[config.mk]
export PLATFORM = sky130hd
export DESIGN_NAME = rdma_scatter_dispatcher
export DESIGN_NICKNAME = d
export VERILOG_FILES = /design/src/rtl/lynxTypes.sv /design/src/rtl/rdma_scatter_dispatcher_pkg.sv /design/src/rtl/rdma_scatter_dispatcher.sv
export SDC_FILE = /design/constraint.sdc
export NUM_CORES = 1
export LEC_CHECK = 0
export ABC_CLOCK_PERIOD_IN_PS = 3100
export BUFFER_PORTS_ARGS = -buffer_cell sky130_fd_sc_hd__buf_2
export CORE_AREA = 5 5 567 569
export CTS_CLUSTER_DIAMETER = 40
export DETAILED_ROUTE_END_ITERATION = 8
export DIE_AREA = 0 0 572 574
export GPL_TIMING_DRIVEN = 1
export HOLD_SLACK_MARGIN = 0.03
export PLACE_DENSITY = 0.3
export SLEW_MARGIN = 20
export SYNTH_ARGS = -nofsm -noshare
export SYNTH_HDL_FRONTEND = slang
export SYNTH_SLANG_ARGS = --single-unit
[constraint.sdc]
create_clock -name aclk -period 3.1 [get_ports aclk]
set_input_delay 0.62 -clock aclk [delete_from_list [all_inputs] [get_ports aclk]]
set_output_delay 0.62 -clock aclk [all_outputs]
set_load 0.03 [all_outputs]
[src/rtl/lynxTypes.sv]
// lynxTypes -- shared bus-width constants for the host-write data path.
// Ports: none (package only).
package lynxTypes;

    localparam int VADDR_BITS    = 48;
    localparam int LEN_BITS      = 28;
    localparam int AXI_DATA_BITS = 512;

endpackage

[src/rtl/rdma_scatter_dispatcher_pkg.sv]
// rdma_scatter_dispatcher_pkg -- FSM state type, segment count and the
// segment byte-length helper shared by the scatter dispatcher.
// Ports: none (package only).
package rdma_scatter_dispatcher_pkg;

    import lynxTypes::*;

    localparam int N_SEG         = 4;
    localparam int SEG_BEATS_DEF = 64;

    typedef enum logic [2:0] {
        ST_IDLE = 3'd0,
        ST_REQ  = 3'd1,
        ST_DATA = 3'd2,
        ST_DONE = 3'd3,
        ST_ERR  = 3'd4
    } state_t;

    // Bytes carried by one segment of 'beats' full-width beats.
    function automatic logic [LEN_BITS-1:0] seg_bytes(input int beats);
        return LEN_BITS'(beats * (AXI_DATA_BITS / 8));
    endfunction

endpackage

[src/rtl/rdma_scatter_dispatcher.sv]
// rdma_scatter_dispatcher -- splits one incoming RDMA payload stream into
// N_SEG fixed-size segments, issuing one local write descriptor per segment
// (destination vaddr taken from the host-programmed table) and forwarding
// the payload beats unregistered toward the host-write path.
//
// Ports:
//   aclk, aresetn              clock, async active-low reset
//   my_vaddr_1..4           segment 0..3 destination vaddrs
//   my_vaddr_valid          level; rising edge arms a scatter (IDLE only)
//   s_axis_*                   incoming payload stream
//   m_axis_*                   outgoing payload stream
//   req_vaddr/len/valid/ready  per-segment write descriptor
//   busy                       scatter in progress
//   done                       one-cycle completion pulse
//   err                        sticky premature-tlast flag
//   done_cnt                   completed scatters (wraps)
//
// state | meaning
// ------+-------------------------------------------------------------
// IDLE  | waiting for a rising edge on my_vaddr_valid
// REQ   | presenting the descriptor for segment seg
// DATA  | forwarding beats of segment seg
// DONE  | last segment finished; done pulse, count completion
// ERR   | premature tlast seen; one cycle back to IDLE, no done
module rdma_scatter_dispatcher
    import lynxTypes::*;
    import rdma_scatter_dispatcher_pkg::*;
#(
    parameter int SEG_BEATS = SEG_BEATS_DEF,
    parameter int N_SEG     = rdma_scatter_dispatcher_pkg::N_SEG
) (
    input  logic                       aclk,
    input  logic                       aresetn,

    input  logic [VADDR_BITS-1:0]      my_vaddr_1,
    input  logic [VADDR_BITS-1:0]      my_vaddr_2,
    input  logic [VADDR_BITS-1:0]      my_vaddr_3,
    input  logic [VADDR_BITS-1:0]      my_vaddr_4,
    input  logic                       my_vaddr_valid,

    input  logic [AXI_DATA_BITS-1:0]   s_axis_tdata,
    input  logic [AXI_DATA_BITS/8-1:0] s_axis_tkeep,
    input  logic                       s_axis_tlast,
    input  logic                       s_axis_tvalid,
    output logic                       s_axis_tready,

    output logic [AXI_DATA_BITS-1:0]   m_axis_tdata,
    output logic [AXI_DATA_BITS/8-1:0] m_axis_tkeep,
    output logic                       m_axis_tlast,
    output logic                       m_axis_tvalid,
    input  logic                       m_axis_tready,

    output logic [VADDR_BITS-1:0]      req_vaddr,
    output logic [LEN_BITS-1:0]        req_len,
    output logic                       req_valid,
    input  logic                       req_ready,

    output logic                       busy,
    output logic                       done,
    output logic                       err,
    output logic [31:0]                done_cnt
);

    localparam int                    BEAT_W    = (SEG_BEATS > 1) ? $clog2(SEG_BEATS) : 1;
    localparam logic [BEAT_W-1:0]     LAST_BEAT = BEAT_W'(SEG_BEATS - 1);
    localparam logic [1:0]            LAST_SEG  = 2'(N_SEG - 1);
    localparam logic [LEN_BITS-1:0]   SEG_LEN   = seg_bytes(SEG_BEATS);

    state_t                  state_q, state_d;
    logic [1:0]              seg_q;
    logic [BEAT_W-1:0]       beat_q;
    logic [VADDR_BITS-1:0]   vaddr_q [4];
    logic                    vld_q;
    logic                    sampled_q;
    logic                    err_q;
    logic [31:0]             done_cnt_q;

    logic arm;
    logic beat_hs;
    logic last_beat;
    logic tlast_ok;
    logic premature;

    // sampled_q blocks arming on the first cycle after reset, so a valid
    // already high at release is recorded but not taken as an edge.
    assign arm       = (state_q == ST_IDLE) && sampled_q && !vld_q && my_vaddr_valid;
    assign beat_hs   = (state_q == ST_DATA) && s_axis_tvalid && m_axis_tready;
    assign last_beat = (beat_q == LAST_BEAT);
    assign tlast_ok  = last_beat && (seg_q == LAST_SEG);
    assign premature = beat_hs && s_axis_tlast && !tlast_ok;

    always_comb begin
        state_d       = state_q;
        req_valid     = 1'b0;
        req_vaddr     = '0;
        req_len       = '0;
        s_axis_tready = 1'b0;
        m_axis_tvalid = 1'b0;
        m_axis_tdata  = '0;
        m_axis_tkeep  = '0;
        m_axis_tlast  = 1'b0;
        busy          = 1'b1;
        done          = 1'b0;

        case (state_q)
            ST_IDLE: begin
                busy = 1'b0;
                if (arm) begin
                    state_d = ST_REQ;
                end
            end
            ST_REQ: begin
                req_valid = 1'b1;
                req_vaddr = vaddr_q[seg_q];
                req_len   = SEG_LEN;
                if (req_ready) begin
                    state_d = ST_DATA;
                end
            end
            ST_DATA: begin
                m_axis_tvalid = s_axis_tvalid;
                s_axis_tready = m_axis_tready;
                m_axis_tdata  = s_axis_tdata;
                m_axis_tkeep  = s_axis_tkeep;
                // A premature tlast is still forwarded as a frame end.
                m_axis_tlast  = last_beat || s_axis_tlast;
                if (premature) begin
                    state_d = ST_ERR;
                end else if (beat_hs && last_beat) begin
                    state_d = (seg_q == LAST_SEG) ? ST_DONE : ST_REQ;
                end
            end
            ST_DONE: begin
                done    = 1'b1;
                state_d = ST_IDLE;
            end
            ST_ERR: begin
                state_d = ST_IDLE;
            end
            default: begin
                state_d = ST_IDLE;
            end
        endcase
    end

    always_ff @(posedge aclk or negedge aresetn) begin
        if (!aresetn) begin
            state_q    <= ST_IDLE;
            seg_q      <= '0;
            beat_q     <= '0;
            vld_q      <= 1'b0;
            sampled_q  <= 1'b0;
            err_q      <= 1'b0;
            done_cnt_q <= '0;
            for (int i = 0; i < 4; i++) begin
                vaddr_q[i] <= '0;
            end
        end else begin
            state_q   <= state_d;
            vld_q     <= my_vaddr_valid;
            sampled_q <= 1'b1;

            if (arm) begin
                vaddr_q[0] <= my_vaddr_1;
                vaddr_q[1] <= my_vaddr_2;
                vaddr_q[2] <= my_vaddr_3;
                vaddr_q[3] <= my_vaddr_4;
                seg_q      <= '0;
                beat_q     <= '0;
                err_q      <= 1'b0;
            end else if (beat_hs) begin
                if (premature) begin
                    err_q <= 1'b1;
                end else if (last_beat) begin
                    beat_q <= '0;
                    seg_q  <= seg_q + 2'd1;
                end else begin
                    beat_q <= beat_q + BEAT_W'(1);
                end
            end

            if (state_q == ST_DONE) begin
                done_cnt_q <= done_cnt_q + 32'd1;
            end
        end
    end

    assign err      = err_q;
    assign done_cnt = done_cnt_q;

endmodule

==> flow_summary.json, run 1 <==
{
  "status": "finished with violations",
  "violations": "negative setup slack",
  "critPathLaunchType": "flip-flop",
  "path_cells": "nor3b_4, buf_12, buf_16, buf_12, buf_16, and2_4, buf_12, buf_12",
  "viasPerCell": 2.78,
  "core_um2": 316000,
  "worst_pin_slew_ns": 0.813,
  "drv_slew": 0,
  "r2r-end": "beat_q[3]",
  "p_leak_nw": 17.6,
  "path_buf_inv": 6,
  "port_buffers": 1438,
  "yosysMostFrequentCell": "nand2_1",
  "crit_type": "flip-flop to output pin",
  "grt_pass1_vias": 21200,
  "synthFlopType": "dfrtp_1",
  "cp_common_cell": "buf_12",
  "yosys-mux-area-fraction": 0.0736,
  "root_buffer": "clkbuf_16",
  "r2r_slack_ns": 0.15,
  "fin_skew_ns": 0.0547,
  "wl_per_cell_um": 40.0,
  "gr-total-overflow": 0,
  "cts_buffers": 52,
  "rsz0062_at_grt": "yes",
  "r2r_cells": 9,
  "cp_top_family": "buffers and inverters",
  "yosys.area_share.adder": 0.00251,
  "fmax_mhz": 314,
  "clk_pin_slew_ns": 0.05,
  "clock_latency_ns": 0.66,
  "synth-simple-area-share": 0.441,
  "post-route-drc-count": 0,
  "synth_top_family_by_area": "simple AND/OR/NAND/NOR gates",
  "setup_ws_ns": -0.0891,
  "start_util": 0.0474,
  "synth-compound-area-share": 0.00885,
  "clock_path_buffers": 3,
  "die_area_um2": 328000,
  "slowest_delay_ns": 0.44,
  "die_w_um": 572,
  "syn_area_um2": 15000,
  "power_density_nw_per_um2": 875,
  "crit_fanout": 7,
  "ys_seq_elements": 238,
  "endpoint": "m_axis_tdata[399]",
  "nets": 4164,
  "synthArstFlopShare": 1.00,
  "synth_cell_types": 43,
  "yosys.area.top_type_share": 0.397,
  "vias": 21400,
  "gp_congestion": 0.981,
  "crit_slowest_cell": "dfrtp_2",
  "cts_tree": "built",
  "rr_startpoint": "state_q[0]",
  "slew_headroom": 0.458,
  "end_kind": "output pin",
  "fin_crit_sh": 1.03,
  "crit_arrival_ns": 2.57,
  "placementRows": 207,
  "ys_warn_count": 0,
  "drv_cap": 0,
  "drive_above_1_share": 0.595,
  "vdd_drop_max_v": 0.000435,
  "grt_use_total": 0.177,
  "synthXorXnorAreaFrac": 0.0181,
  "ant_nets": 0,
  "setup_viol_count_final": 33,
  "synth-edff-count": 0,
  "worstHoldPathType": "input port to flip-flop",
  "die_y_um": 574,
  "pre_cts_slack_ns": 0.141,
  "synth.largest_area_cell": "dfrtp_1",
  "postRouteWirelength_um": 307000,
  "first_iter_violations": 1223,
  "synth_cells": 1803,
  "synthToLayoutAreaGrowth_pct": 154,
  "antenna_found_initial": 371,
  "hold_viol_final": 0,
  "path_depth": 8,
  "cts.sinks": 238,
  "critPathLaunch": "state_q[0]",
  "timing.critical_path.required_ns": 2.48,
  "drt_pass1_iterations": 5,
  "ys_seq_area_frac": 0.397,
  "io_pins": 1466,
  "power.total_w": 0.0332,
  "synthTopCellsByCount": "nand2_1 (591), and2_1 (581), dfrtp_1 (238), clkbuf_1 (88), and3_1 (54)",
  "grt_pass1_wl_um": 351000,
  "finish.utilization": 0.120,
  "postSynthAreaPerCell_um2": 8.31,
  "htreeDepth": 2,
  "fin_crit_ns": 3.19,
  "synth_area_leaders": "dfrtp_1 (40%), and2_1 (24%), nand2_1 (15%)",
  "hpwlAfterDp_um": 275000,
  "grt_max_degree": 89
}
==> flip-flops by register name, summed over array words and instances (netlist names) <==
name,cells
done_cnt,32
seg_q,2
vld_q,1
state_q,3
sampled_q,1
beat_q,6
err,1
vaddr_q,192
==> worst min path at each step <==
stage	cells after the start	to	slack, ns	start
floorplan	0	beat_q[0]	0.32	aresetn
global placement	2	vaddr_q[125]	0.46	vaddr_q[125]
detailed placement	2	vaddr_q[87]	0.46	vaddr_q[87]
global route	3	vaddr_q[19]	0.1	my_vaddr_4[19]
CTS	3	vaddr_q[146]	0.07	my_vaddr_1[2]
finish	3	vaddr_q[70]	0.15	my_vaddr_3[22]
==> cell type report <==
type	count	area (µm²)
inverters	3	11.3
clock buffers	58	1360
fillers	36400	278000
clock inverters	39	656
diodes	75	188
multi-input cells	1425	8890
flip-flops and latches	238	5970
well taps	4180	5230
repair buffers	1666	15700
==> worst register-to-register path, cell delays in order, from the launching register on <==
cell and delay, ns:
dfrtp_2 0.44, nor3b_4 0.25, buf_12 0.17, buf_4 0.13, buf_16 0.19, clkbuf_16 0.27, buf_4 0.22, nand3_1 0.42
or4_1 0.62, a21oi_1 0.14
==> logic make-up (layout without fill, tap and decap cells) <==
logic type,after synthesis,after routing
muxes,50,50
buffers and inverters,166,1766
and+or+nand+nor,1293,1293
xor gates and xnor gates,31,31
AOI/OAI and AO/OA,20,20
DFF,238,238
adders and majority gates,3,3
other,2,103
==> where the power goes <==
| group | internal (W) | total [W] | leakage [nW] | switching, W |
|---|---|---|---|---|
| Sequential | 0.00436 | 0.00523 | 3.02 | 0.000876 |
| Combinational | 0.00860 | 0.0215 | 13.6 | 0.0129 |
| Clock | 0.00430 | 0.00649 | 0.962 | 0.00219 |
==> stage by stage <==
| step | hold WS [ns] | instances | area (µm²) | setup TNS (ns) |
|---|---|---|---|---|
| finish | 0.148 | 7684 | 38000 | -0.977 |
| global route | 0.0992 | 7631 | 37900 | -32.30 |
| CTS | 0.0737 | 7582 | 35800 | -42.48 |
| global placement | 0.458 | 7436 | 31600 | 0 |
| floorplan | 0.324 | 1829 | 15100 | 0 |
| detailed placement | 0.457 | 7436 | 31600 | 0 |
==> layout by cell type (no fill, tap or decap), types with 3 or more instances in the layout <==
| master | instances |
|---|---|
| clkinvlp_4 | 6 |
| diode_2 | 75 |
| o31ai_1 | 4 |
| inv_6 | 5 |
| nand3_1 | 21 |
| bufinv_16 | 13 |
| clkinv_4 | 7 |
| and2_1 | 393 |
| buf_12 | 302 |
| ha_1 | 3 |
| and2_4 | 176 |
| buf_6 | 160 |
| clkinv_2 | 5 |
| clkbuf_16 | 68 |
| clkbuf_8 | 4 |
| nand2_1 | 591 |
| dfrtp_1 | 233 |
| buf_4 | 118 |
| or4_1 | 4 |
| nor3_1 | 3 |
| conb_1 | 28 |
| mux4_2 | 48 |
| clkinv_16 | 3 |
| nand4_1 | 17 |
| and3_1 | 22 |
| clkbuf_4 | 85 |
| and2_2 | 12 |
| o21ai_0 | 4 |
| buf_8 | 32 |
| and3_4 | 32 |
| xnor2_1 | 29 |
| a21oi_1 | 4 |
| inv_1 | 3 |
| nor2_1 | 7 |
| buf_2 | 922 |
| buf_16 | 28 |
| dfrtp_2 | 3 |
==> metal layers <==
layer / track usage / vias up / part of all wire
met5: 0 / - / 0.0017
met4: 0.0232 / 88 / 0.024
met3: 0.0424 / 622 / 0.064
met2: 0.279 / 1547 / 0.43
met1: 0.250 / 10200 / 0.48
li1: - / 8933 / -
==> what timing repair did <==
item                                   4_1_cts  5_1_grt
endpoints found under the hold margin       43        0
resized for setup                          401      617
buffers inserted                            27       26
pin swaps                                   12       55
setup endpoints to repair                  552      605
hold buffers                                 2        0
gates cloned                                21       20
No activity file was read; power rests on OpenSTA's default activity.
==> run 2: changes to the inputs <==
Settings changed: ABC_CLOCK_PERIOD_IN_PS 3100 to 4000.
Clock period 3.1 ns to 4 ns, I/O delays scaled along.
==> flow_summary.json, run 2 (same netlist as run 1, synthesis figures left out) <==
{
  "clk_pin_slew_ns": 0.05,
  "n_fill_cell": 37100,
  "grt_use_total": 0.169,
  "crit_fanout": 38,
  "post-route-drc-count": 0,
  "gr-total-overflow": 0,
  "grtUsageMet3": 0.0498,
  "fin_skew_ns": 0.0405,
  "clock_path_buffers": 3,
  "final_common_cell": "buf_2",
  "antenna_found_initial": 388,
  "cts_buffers": 47,
  "drt_pass1_iterations": 5,
  "use_met2": 0.262,
  "grt_pass1_wl_um": 334000,
  "die_w_um": 572,
  "grt_util_met1": 0.236,
  "vdd_drop_max_v": 0.000312,
  "crit_type": "flip-flop to output pin",
  "ctsHoldBuffers": 0,
  "placementRows": 207,
  "grt_pass1_vias": 20200,
  "slew_headroom": 0.383,
  "drive_above_1_share": 0.507,
  "fin_crit_sh": 0.937,
  "ant_nets": 0,
  "largest_register_ffs": 192,
  "fin_setup_tns_ns": 0,
  "r2r_cells": 5,
  "hpwlAfterDp_um": 268000,
  "port_buffers": 1438,
  "final-seq-area_um2": 5960,
  "rr_startpoint": "state_q[0]",
  "placed_cell_area_um2": 28400,
  "drv_slew": 0,
  "io_pins": 1466,
  "first_iter_violations": 1678,
  "p_leak_nw": 15.3,
  "multi_input_area_um2": 8280,
  "htreeDepth": 2,
  "die_y_um": 574,
  "die_area_um2": 328000,
  "wl_per_cell_um": 38.3,
  "cts_tree": "built",
  "core_um2": 316000,
  "root_buffer": "clkbuf_16",
  "status": "finished clean",
  "hold_viol_final": 0,
  "top_register": "vaddr_q",
  "r2r-end": "done_cnt[10]",
  "crit_arrival_ns": 2.95,
  "start_util": 0.0474,
  "worst_pin_slew_ns": 0.918,
  "layout_common_cells": "buf_2 (1373), nand2_1 (591), and2_1 (581), dfrtp_1 (235), buf_12 (79)",
  "setup_viol_count_final": 0,
  "grt_max_degree": 109,
  "final_area_um2": 30400,
  "drv_cap": 0,
  "timing.critical_path.required_ns": 3.20,
  "postRouteWirelength_um": 289000,
  "nets": 4001,
  "grt.busiest_layer": "met2",
  "fin_crit_ns": 3.75,
  "viasPerCell": 2.77,
  "critPathLaunchType": "flip-flop",
  "fmax_mhz": 267,
  "cts.sinks": 238,
  "gp_congestion": 0.995,
  "synthToLayoutAreaGrowth_pct": 103,
  "rsz0062_at_grt": "no",
  "worstHoldPathType": "input port to async pin",
  "r2r_slack_ns": 1.19,
  "power_density_nw_per_um2": 654,
  "vias": 20900,
  "clock_latency_ns": 0.61,
  "end_kind": "output pin"
}
==> run 2: changes by cell type in the layout (fill, tap and decap cells not counted), moves of 24 or more <==
cell / previous run / this run
clkbuf_4: 85 / 0
and2_4: 176 / 0
buf_6: 160 / 0
buf_16: 28 / 1
and3_4: 32 / 0
diode_2: 75 / 99
and3_1: 22 / 54
buf_12: 302 / 79
buf_2: 922 / 1373
and2_1: 393 / 581
buf_8: 32 / 1
buf_4: 118 / 54
==> run 2: stage by stage <==
stage,cells,worst slack [ns],power (W),util,hold WS [ns]
2_1_floorplan,1829,1.41,0.00924,-,0.440
3_5_place_dp,7353,0.592,0.0157,0.0897,0.458
4_1_cts,7440,0.114,0.0203,0.0953,0.118
3_3_place_gp,7353,0.609,0.0158,0.0897,0.458
6_report,7539,0.254,0.0199,0.0961,0.148
5_1_grt,7473,0.0222,0.0209,0.0956,0.137
==> run 2: worst max-delay path: stages (launching register included) <==
cell and delay, ns:
dfrtp_1 0.44, nor3b_4 0.43, buf_12 0.27, buf_4 0.32, and2_1 0.59, buf_12 0.20
==> run 2: final cells by class <==
type | instances | share of cell area
Antenna cell | 99 | 0.00815
Timing Repair Buffer | 1508 | 0.293
Clock inverter | 27 | 0.0142
Sequential cell | 238 | 0.196
Tap cell | 4180 | 0.172
Inverter | 3 | 0.000371
Clock buffer | 59 | 0.0435
Multi-Input combinational cell | 1425 | 0.272
==> run 2: worst max path at each step <==
stage / startpoint / cells after the start / slack (ns) / endpoint
finish: state_q[1] / 5 / 0.25 / m_axis_tdata[370]
global route: state_q[1] / 6 / 0.02 / m_axis_tdata[295]
CTS: state_q[1] / 6 / 0.11 / m_axis_tdata[383]
detailed placement: seg_q[0] / 4 / 0.59 / req_vaddr[28]
global placement: seg_q[0] / 4 / 0.61 / req_vaddr[14]
floorplan: seg_q[0] / 4 / 1.41 / req_vaddr[39]
==> run 2: repair_timing <==
action                                 CTS  global route
setup endpoints to repair               18             0
setup buffers                            1             0
resized for setup                        1             0
endpoints found under the hold margin    0             0
==> run 2: metal layers <==
| layer | part of all wire | wire length, µm | vias up |
|---|---|---|---|
| met5 | 0.0018 | 518 | - |
| met4 | 0.019 | 5480 | 80 |
| met3 | 0.078 | 22400 | 540 |
| met2 | 0.43 | 124000 | 1609 |
| met1 | 0.47 | 136000 | 10000 |
| li1 | - | - | 8597 |
==> run 2: power by group <==
| group | leakage, nW | switching [W] | total (W) | internal, W |
|---|---|---|---|---|
| sequential | 3.02 | 0.000768 | 0.00414 | 0.00337 |
| combinational | 11.5 | 0.00806 | 0.0113 | 0.00326 |
| clock | 0.853 | 0.00154 | 0.00442 | 0.00288 |
| total | 15.3 | 0.0104 | 0.0199 | 0.00951 |
